## src/rtl/adc_pkg.sv

```systemverilog
// rtl/adc_pkg.sv - shared state encoding, frame geometry and command-bit helper for adc_reader
package adc_pkg;

  typedef enum logic [1:0] {
    IDLE    = 2'd0,
    XFER    = 2'd1,
    CS_HIGH = 2'd2
  } state_t;

  localparam int FRAME_BITS = 17;
  localparam int NULL_BIT   = 4;
  localparam int DATA_BITS  = 12;
  // Null bit plus data bits; earlier samples fall off the top of the shift register.
  localparam int SHIFT_W    = FRAME_BITS - NULL_BIT;

  function automatic logic cmd_bit(input logic [4:0] k, input logic diff, input logic ch);
    case (k)
      5'd0:    return 1'b1;
      5'd1:    return ~diff;
      5'd2:    return ch;
      5'd3:    return 1'b1;
      default: return 1'b0;
    endcase
  endfunction

endpackage

```

## src/rtl/sclk_gen.sv

```systemverilog
// rtl/sclk_gen.sv - half-period counter producing tick/rise/fall strobes and the registered serial clock
module sclk_gen #(
  parameter int HALF_PERIOD = 1
) (
  input  logic clk,
  input  logic rst_n,
  input  logic run,
  input  logic toggle_en,
  output logic tick,
  output logic rise,
  output logic fall,
  output logic sclk
);

  localparam int CW = $clog2(HALF_PERIOD + 1);

  logic [CW-1:0] cnt;

  // Strobes mark the edge on which sclk will change, so the top can act on that same edge.
  assign tick = run && (cnt == CW'(HALF_PERIOD - 1));
  assign rise = tick && toggle_en && !sclk;
  assign fall = tick && toggle_en && sclk;

  always_ff @(posedge clk or negedge rst_n) begin
    if (!rst_n) begin
      cnt  <= '0;
      sclk <= 1'b0;
    end else if (!run) begin
      cnt  <= '0;
      sclk <= 1'b0;
    end else begin
      cnt <= tick ? '0 : cnt + CW'(1);
      if (rise || fall) sclk <= ~sclk;
    end
  end

endmodule

```

## src/rtl/adc_reader.sv

```systemverilog
// rtl/adc_reader.sv - SPI mode 0,0 reader for a two-channel 12-bit ADC with null-bit check
import adc_pkg::*;

module adc_reader #(
  parameter int HALF_PERIOD = 1
) (
  input  logic                 clk,
  input  logic                 rst_n,
  input  logic                 start,
  input  logic                 ch,
  input  logic                 diff,
  output logic                 busy,
  output logic                 done,
  output logic [DATA_BITS-1:0] dout,
  output logic                 null_err,
  output logic                 adc_cs,
  output logic                 adc_clk,
  output logic                 adc_di,
  input  logic                 adc_do
);

  localparam logic [4:0] LAST_BIT = 5'(FRAME_BITS - 1);

  state_t             state, state_n;
  logic [4:0]         bcnt;
  logic [SHIFT_W-1:0] shreg;
  logic               ch_q, diff_q;
  logic               tick, rise, fall;
  logic               accept, finish, go_idle;

  sclk_gen #(.HALF_PERIOD(HALF_PERIOD)) u_sclk (
    .clk       (clk),
    .rst_n     (rst_n),
    .run       (state != IDLE),
    .toggle_en (state == XFER),
    .tick      (tick),
    .rise      (rise),
    .fall      (fall),
    .sclk      (adc_clk)
  );

  always_ff @(posedge clk or negedge rst_n) begin
    if (!rst_n) state <= IDLE;
    else        state <= state_n;
  end

  always_comb begin
    state_n = state;
    accept  = 1'b0;
    finish  = 1'b0;
    go_idle = 1'b0;
    case (state)
      IDLE: if (start) begin
        accept  = 1'b1;
        state_n = XFER;
      end
      XFER: if (fall && bcnt == LAST_BIT) begin
        finish  = 1'b1;
        state_n = CS_HIGH;
      end
      // A held start re-arms on the IDLE-entry edge, keeping the CS-high gap at 2H.
      CS_HIGH: if (tick && bcnt == 5'd1) begin
        if (start) begin
          accept  = 1'b1;
          state_n = XFER;
        end else begin
          go_idle = 1'b1;
          state_n = IDLE;
        end
      end
      default: state_n = IDLE;
    endcase
  end

  always_ff @(posedge clk or negedge rst_n) begin
    if (!rst_n) begin
      adc_cs   <= 1'b1;
      adc_di   <= 1'b0;
      busy     <= 1'b0;
      done     <= 1'b0;
      dout     <= '0;
      null_err <= 1'b0;
      bcnt     <= '0;
      ch_q     <= 1'b0;
      diff_q   <= 1'b0;
    end else begin
      done <= 1'b0;
      if (accept) begin
        adc_cs <= 1'b0;
        adc_di <= cmd_bit(5'd0, diff, ch);
        busy   <= 1'b1;
        ch_q   <= ch;
        diff_q <= diff;
        bcnt   <= '0;
      end else if (finish) begin
        adc_cs   <= 1'b1;
        adc_di   <= 1'b0;
        dout     <= shreg[DATA_BITS-1:0];
        null_err <= shreg[DATA_BITS];
        done     <= 1'b1;
        bcnt     <= '0;
      end else if (go_idle) begin
        busy <= 1'b0;
        bcnt <= '0;
      end else if (state == XFER && fall) begin
        bcnt   <= bcnt + 5'd1;
        adc_di <= cmd_bit(bcnt + 5'd1, diff_q, ch_q);
      end else if (state == CS_HIGH && tick) begin
        bcnt <= bcnt + 5'd1;
      end
    end
  end

  always_ff @(posedge clk or negedge rst_n) begin
    if (!rst_n)    shreg <= '0;
    else if (rise) shreg <= {shreg[SHIFT_W-2:0], adc_do};
  end

endmodule

```

## config.mk

```make
export PLATFORM = sky130hd
export DESIGN_NAME = adc_reader
export DESIGN_NICKNAME = d
export VERILOG_FILES = /design/src/rtl/adc_pkg.sv /design/src/rtl/sclk_gen.sv /design/src/rtl/adc_reader.sv
export SDC_FILE = /design/constraint.sdc
export NUM_CORES = 1
export LEC_CHECK = 0
export ABC_AREA = 0
export BUFFER_PORTS_ARGS = -buffer_cell sky130_fd_sc_hd__buf_2
export CAP_MARGIN = 0
export CORE_UTILIZATION = 58
export CTS_CLUSTER_DIAMETER = 200
export CTS_CLUSTER_SIZE = 24
export DETAILED_ROUTE_END_ITERATION = 16
export GPL_ROUTABILITY_DRIVEN = 0
export GPL_TIMING_DRIVEN = 0
export HOLD_SLACK_MARGIN = 0.03
export PLACE_DENSITY = 0.8
export SETUP_SLACK_MARGIN = 0.02
export SYNTH_ARGS = -nofsm -noshare
export SYNTH_HDL_FRONTEND = slang
export SYNTH_HIERARCHICAL = 1
export SYNTH_SLANG_ARGS = --single-unit
```

## constraint.sdc

```tcl
create_clock -name clk -period 4.4 [get_ports clk]
set_input_delay 0.88 -clock clk [delete_from_list [all_inputs] [get_ports clk]]
set_output_delay 0.88 -clock clk [all_outputs]
set_load 0.01 [all_outputs]
```

==> flow_metrics.env, run 1 <==
export IMPL_status="complete, no violations"
export IMPL_critPathMaxStageDelay_ps=540
export IMPL_criticalPathCategory="register to register"
export IMPL_antenna_found_initial=0
export IMPL_grt_max_degree=42
export IMPL_synth_area_per_cell_sq_um=13.23
export IMPL_placed_cell_area_sq_um=2088
export IMPL_skew_ps=13.30
export IMPL_start_util_pct=61.81
export IMPL_die_y_um=59.51
export IMPL_drv_slew=0
export IMPL_fin_setup_tns_ps=0
export IMPL_hold_violations=0
export IMPL_antenna_cells_inserted=0
export IMPL_max_slew_margin_rel_pct=42.42
export IMPL_crit_chain="buf_2 > nor2b_1 > nor2b_1 > and3_1 > mux2i_1 > o21ai_0 > o221ai_1"
export IMPL_clk_root_buffer_cell="clkbuf_4"
export IMPL_viasPerCell=5.477
export IMPL_chipWidth_um=59.51
export IMPL_path_max_fanout=10
export IMPL_setup_viol=0
export IMPL_netlist_area_sq_um=1918
export IMPL_rows=20
export IMPL_drc=0
export IMPL_timing_final_crit_share_pct=50.89
export IMPL_power_leakage_nw=1.115
export IMPL_antenna_left=0
export IMPL_final_cell_mix="40 x dfrtp_1, 25 x buf_2, 18 x mux2_2"
export IMPL_ys_types=39
export IMPL_core_sq_um=3103
export IMPL_m1WireLength_mm=1.428
export IMPL_highest_layer="met4"
export IMPL_grt_use_total_pct=21.65
export IMPL_h_tree_depth=2
export IMPL_rsz0062_at_grt="false"
export IMPL_io_pins=24
export IMPL_syn_instance_count=145
export IMPL_power_ir_vdd_worst_mv=0.3607
export IMPL_cts_tree="yes"
export IMPL_cp_end_kind="register"
export IMPL_die_area_sq_um=3541
export IMPL_numPortBuffers=23
export IMPL_cp_arrival_ps=2430
export IMPL_clk_insertion_delay_late_ps=340
export IMPL_clk_pin_slew_ps=120
export IMPL_syn_num_nets=156
export IMPL_drt_iter0_drc=72
export IMPL_start_kind="register"
export IMPL_vias=1205
export IMPL_overflow=0
export IMPL_wl_met3_um=133
export IMPL_grt_pass1_vias=1225
export IMPL_drive_above_1_share_pct=39.77
export IMPL_grt_pass1_wl_mm=5.554
export IMPL_post_cts_buffers=0
export IMPL_maxCapViolations=0
export IMPL_yosysSeqAreaShare_pct=53.56
export IMPL_drt_pass1_iter_count=4
export IMPL_crit_slowest_cell="o21ai_0"
export IMPL_hold_path_class="register to register"
export IMPL_hpwlAfterDp_mm=2.313
export IMPL_fmax_mhz=446.6
export IMPL_area_delta_synth_final_pct=11.94
export IMPL_routed_wl_mm=3.269
export IMPL_power_density_nw_per_um2=463.0
export IMPL_numClockSinks=41
export IMPL_ys_warn_count=6
export IMPL_tightest_slew_ps=863.7
export IMPL_layout_commonest_cell="dfrtp_1"
export IMPL_wl_per_cell_um=14.86
export IMPL_fin_nets=186
export IMPL_cts_buffers=5
export IMPL_required_ps=4590
export IMPL_path_common_cell="nor2b_1"
export IMPL_ctsHoldBuffers=0
export IMPL_cts_resized=0
export IMPL_fin_crit_ps=2239
export IMPL_fin_area_sq_um=2147
export IMPL_wl_met2_mm=1.644
export IMPL_ys_ff_latch=41
export IMPL_clock_path_buffers=2
[sequential cells by signal, indices dropped and copies added, names as in the netlist]
register and cells:
state 2, u_sclk/sclk 1, busy 1, null_err 1
adc_cs 1, shreg 13, dout 12, adc_di 1
bcnt 5, diff_q 1, done 1, u_sclk/cnt 1
ch_q 1
[synth_stat cells]
cell,number,area share (%)
mux2i_1,2,1.0
nand2_2,1,0.33
dfstp_2,1,1.4
mux2_2,18,11
nor4_1,1,0.33
nor2_1,2,0.39
or2_2,1,0.33
and3b_1,1,0.46
nand4_1,2,0.65
a211o_1,1,0.46
buf_6,3,1.8
o21ai_0,3,0.78
or3_1,2,0.65
or2b_1,1,0.39
nand2_4,1,0.59
o22ai_1,2,0.65
nor4b_2,1,0.78
mux2_4,10,7.8
inv_1,7,1.4
ha_1,5,3.3
nand3b_1,4,1.6
dfrtp_1,40,52
a211oi_1,1,0.39
a21oi_1,4,1.0
o221ai_1,4,1.8
and3_1,1,0.33
a21oi_4,1,0.85
conb_1,1,0.20
buf_1,1,0.20
nand2b_1,3,0.98
buf_2,2,0.52
nand3_1,2,0.52
a21o_2,1,0.46
nor2b_1,3,0.98
and4bb_4,1,0.85
nand2_1,7,1.4
o21a_1,1,0.39
or3b_1,1,0.46
o22a_1,2,0.91
[metal layers]
metal / up-vias / GRT usage [%]
li1: 576 / -
met1: 595 / 26.85
met2: 26 / 34.67
met3: 8 / 7.205
met4: 0 / 9.302
met5: - / 0
[layout make-up]
class | instances | area [sq um]
Buffer | 6 | 47.55
Inverter | 7 | 26.28
Fill cell | 259 | 955.9
Sequential cell | 41 | 1027
Clock buffer | 8 | 58.81
Multi-Input combinational cell | 91 | 817.0
Tap cell | 44 | 55.05
Timing Repair Buffer | 23 | 115.1
[path summary, 6_finish.rpt]
check	start	endpoint	slack, ps	depth (start not counted)
max in group asynchronous	rst_n	dout[10]	3210	1
worst min-delay path	adc_di	adc_di	500	2
worst max-delay path	state[1]	bcnt[4]	2160	7
min in group asynchronous	rst_n	dout[2]	640	1
worst min register to register	adc_di	adc_di	500	2
worst max register to register	state[1]	bcnt[4]	2160	7
[worst max-delay path: cells and delay by family (launching register included)]
| kind | cells | cell delay [ps] |
|---|---|---|
| AO/OA/AOI/OAI | 2 | 780 |
| flip-flops | 1 | 390 |
| buffers and inverters | 1 | 180 |
| multiplexers | 1 | 90 |
| AND/OR/NAND/NOR | 3 | 640 |
[power breakdown]
group          internal (mW)  switching [mW]  total [mW]  leakage [nW]
Clock                 0.0790           0.114       0.193        0.0326
Sequential             0.468          0.0755       0.543         0.514
Combinational          0.139           0.118       0.257         0.568
Total                  0.686           0.308       0.994          1.11
[metrics by stage]
stage                     power (mW)  worst slack (ps)  hold slack, ps  utilization, %  instances
final                         0.9940              2161           497.3           69.19        220
after global routing           1.057              1988           531.3           69.19        220
after CTS                      1.001              2199           505.4           69.19        220
after detailed placement      0.8092              2236           475.4           67.30        212
after global placement        0.7865              2365           474.2           67.30        212
after floorplan               0.7298              2492           473.0               -        145
[kinds of logic (layout without fill, tap and decap cells)]
logic type	Yosys count	in the layout	share of synthesized area [%]
flops	41	41	53.56
simple gates	35	35	11.94
mux	30	30	19.44
compound gates	20	20	7.763
buf+inv	13	44	3.849
fa+ha+maj	5	5	3.262
other cells	1	1	0.1955
Power figures use the tool's default switching activity.
==> run 2: changes to the inputs <==
Settings changed: ABC_AREA 0 to 1, CORE_UTILIZATION 58 to 51, PLACE_DENSITY 0.8 to 0.74.
Clock period 4.4 ns to 1.8 ns, I/O delays scaled along.
==> flow_metrics.env, run 2 <==
export IMPL_path_common_cell="nand2_1"
export IMPL_overflow=0
export IMPL_antenna_cells_inserted=0
export IMPL_placed_cell_area_sq_um=2091
export IMPL_drc=0
export IMPL_fin_area_sq_um=2212
export IMPL_reg_largest_list="shreg: 13 flops, dout: 12 flops, bcnt: 5 flops"
export IMPL_hold_path_class="input port to asynchronous set/reset pin"
export IMPL_fmax_mhz=606.0
export IMPL_synth_commonest_cells="66 x nand2_1, 40 x dfrtp_1, 28 x inv_1"
export IMPL_dp_slack_ps=18.46
export IMPL_clk_insertion_delay_late_ps=290
export IMPL_crit_reg2reg_launch="state[1]"
export IMPL_ys_warn_count=6
export IMPL_numPortBuffers=23
export IMPL_setup_viol=0
export IMPL_ys_types=25
export IMPL_h_tree_depth=2
export IMPL_synth_area_leaders="dfrtp_1 52%, nand2_1 13%, o21ai_0 5.7%"
export IMPL_drt_pass1_iter_count=4
export IMPL_syn_instance_count=218
export IMPL_final_util_pct=63.78
export IMPL_synth_area_per_cell_sq_um=8.799
export IMPL_synth_flop_cell="dfrtp_1"
export IMPL_chipWidth_um=63.33
export IMPL_power_ir_vdd_worst_mv=0.9445
export IMPL_skew_ps=8.026
export IMPL_maxCapViolations=0
export IMPL_crit_chain="inv_1 > nand2_1 > nand4_1 > inv_1 > inv_1 > nor2_4 > nand3_4 > inv_2 > a21oi_4 > nand2_1 > nand2_1 > nand2_1"
export IMPL_rsz0062_at_grt="true"
export IMPL_hold_ws_ps=195.1
export IMPL_crit_slowest_cell="dfrtp_2"
export IMPL_final_cell_mix="66 x nand2_1, 38 x dfrtp_1, 27 x inv_1"
export IMPL_total_power_mw=3.257
export IMPL_timing_final_crit_share_pct=91.67
export IMPL_placedCellCount=287
export IMPL_antenna_found_initial=0
export IMPL_synth_top_area_share_pct=52.19
export IMPL_antenna_left=0
export IMPL_start_util_pct=55.30
export IMPL_drt_iter0_drc=57
export IMPL_fill_cells=311
export IMPL_netlist_area_sq_um=1918
export IMPL_fin_setup_tns_ps=0
export IMPL_max_slew_margin_rel_pct=40.54
export IMPL_die_area_sq_um=4010
export IMPL_grt_max_degree=42
export IMPL_numClockSinks=41
export IMPL_routed_wl_mm=3.631
export IMPL_largest_register_ffs=13
export IMPL_grt_pass1_wl_mm=6.513
export IMPL_yosysSeqAreaShare_pct=53.56
export IMPL_fin_crit_ps=1650
export IMPL_syn_num_nets=229
export IMPL_fin_nets=263
export IMPL_synth_most_common_cell="nand2_1"
export IMPL_io_pins=24
export IMPL_power_density_nw_per_um2=1473
export IMPL_hold_violations=0
export IMPL_synth_top_area_cell="dfrtp_1"
export IMPL_crit_start="state[1]"
export IMPL_clk_pin_slew_ps=80
export IMPL_synth_async_reset_ratio_pct=100.0
export IMPL_area_delta_synth_final_pct=15.33
export IMPL_critPathMaxStageDelay_ps=440
export IMPL_layout_commonest_cell="nand2_1"
export IMPL_drv_slew=0
export IMPL_largest_register="shreg"
export IMPL_cts_buffers=5
export IMPL_wl_per_cell_um=12.14
export IMPL_clk_root_buffer_cell="clkbuf_8"
export IMPL_path_buf_inv=4
export IMPL_synth_edf_count=0
export IMPL_cp_arrival_ps=1840
export IMPL_vias=1454
export IMPL_path_max_fanout=7
export IMPL_status="complete, no violations"
export IMPL_cp_end_kind="register"
export IMPL_grt_pass1_vias=1482
export IMPL_rows=21
export IMPL_required_ps=1990
export IMPL_path_delay_family="simple AND/OR/NAND/NOR gates"
export IMPL_clock_path_buffers=2
export IMPL_viasPerCell=4.863
export IMPL_grt_use_total_pct=21.15
export IMPL_tightest_slew_ps=891.9
export IMPL_ys_ff_latch=41
export IMPL_hpwlAfterDp_mm=2.497
export IMPL_start_kind="register"
export IMPL_power_leakage_nw=1.142
export IMPL_die_y_um=63.33
export IMPL_core_sq_um=3468
export IMPL_stdcell_count=299
export IMPL_cts_tree="yes"
export IMPL_criticalPathCategory="register to register"
export IMPL_drive_above_1_share_pct=22.13
export IMPL_fin_ws_ps=149.9
==> run 2: cell types whose count changed after synthesis, sizes merged, moves of 3 or more <==
cell    change
a21oi       -3
inv        +23
mux2       -28
nand2      +60
nand2b      -3
nand3       +7
nand3b      -4
nand4       +8
nor2       +13
nor2b       -3
o21ai      +25
o221ai      -4
==> run 2: worst paths after layout <==
kind,endpoint,slack (ps),cells past startpoint
max in group asynchronous,bcnt[0],1000,1
setup reg to reg,adc_di,150,12
hold / removal,ch_q,200,1
hold reg to reg,shreg[12],480,2
setup / recovery,adc_di,150,12
min in group clk,ch_q,260,3
==> run 2: report_power, final <==
group          internal (mW)  total, mW  switching (mW)
sequential              1.23       1.45           0.213
combinational          0.489       1.24           0.755
clock                  0.276      0.568           0.292
==> run 2: routing by layer <==
layer  up-vias  global-route usage, %  part of all wire (%)
met5         -                      0                     0
met2        19                  35.37                    48
met1       681                  25.99                    48
li1        750                      -                     -
met3         4                  4.348                   2.4
met4         0                  9.943                   1.8
==> run 2: cells by family (layout without fill, tap and decap cells) <==
group           after synthesis  count (layout)  synth area share (%)
compound gates               31              31                 9.003
xor+xnor                      1               1                0.4567
fa+ha+maj                     5               5                 3.262
buf+inv                      36              71                 8.219
flops                        41              41                 53.56
other cells                   1               1                0.1955
simple gates                103             103                 25.31
==> run 2: final cells by class <==
type | instances | area, sq um | area share [%]
tap | 46 | 57.56 | 2.602
multi-input combinational | 141 | 740.7 | 33.48
buffer | 6 | 41.29 | 1.867
inverter | 30 | 117.6 | 5.317
clock buffer | 8 | 80.08 | 3.620
sequential | 41 | 1030 | 46.55
timing repair buffer | 27 | 145.1 | 6.561
==> run 2: timing repair <==
action                                  4_1_cts  5_1_grt
buffers inserted                              0        4
hold buffers                                  0        0
endpoints found under the setup margin        5       34
resized for setup                             1        7
pin swaps                                     0        4
hold endpoints to repair                      0        0
==> run 2: worst reg2reg max path, cell delays in order (launching register included) <==
cell     delay, ps
dfrtp_2        440
inv_1           80
nand2_1         90
nand4_1        110
inv_1           70
inv_1           90
nor2_4          50
nand3_4        110
inv_2           80
a21oi_4        220
nand2_1         80
nand2_1         70
nand2_1         40
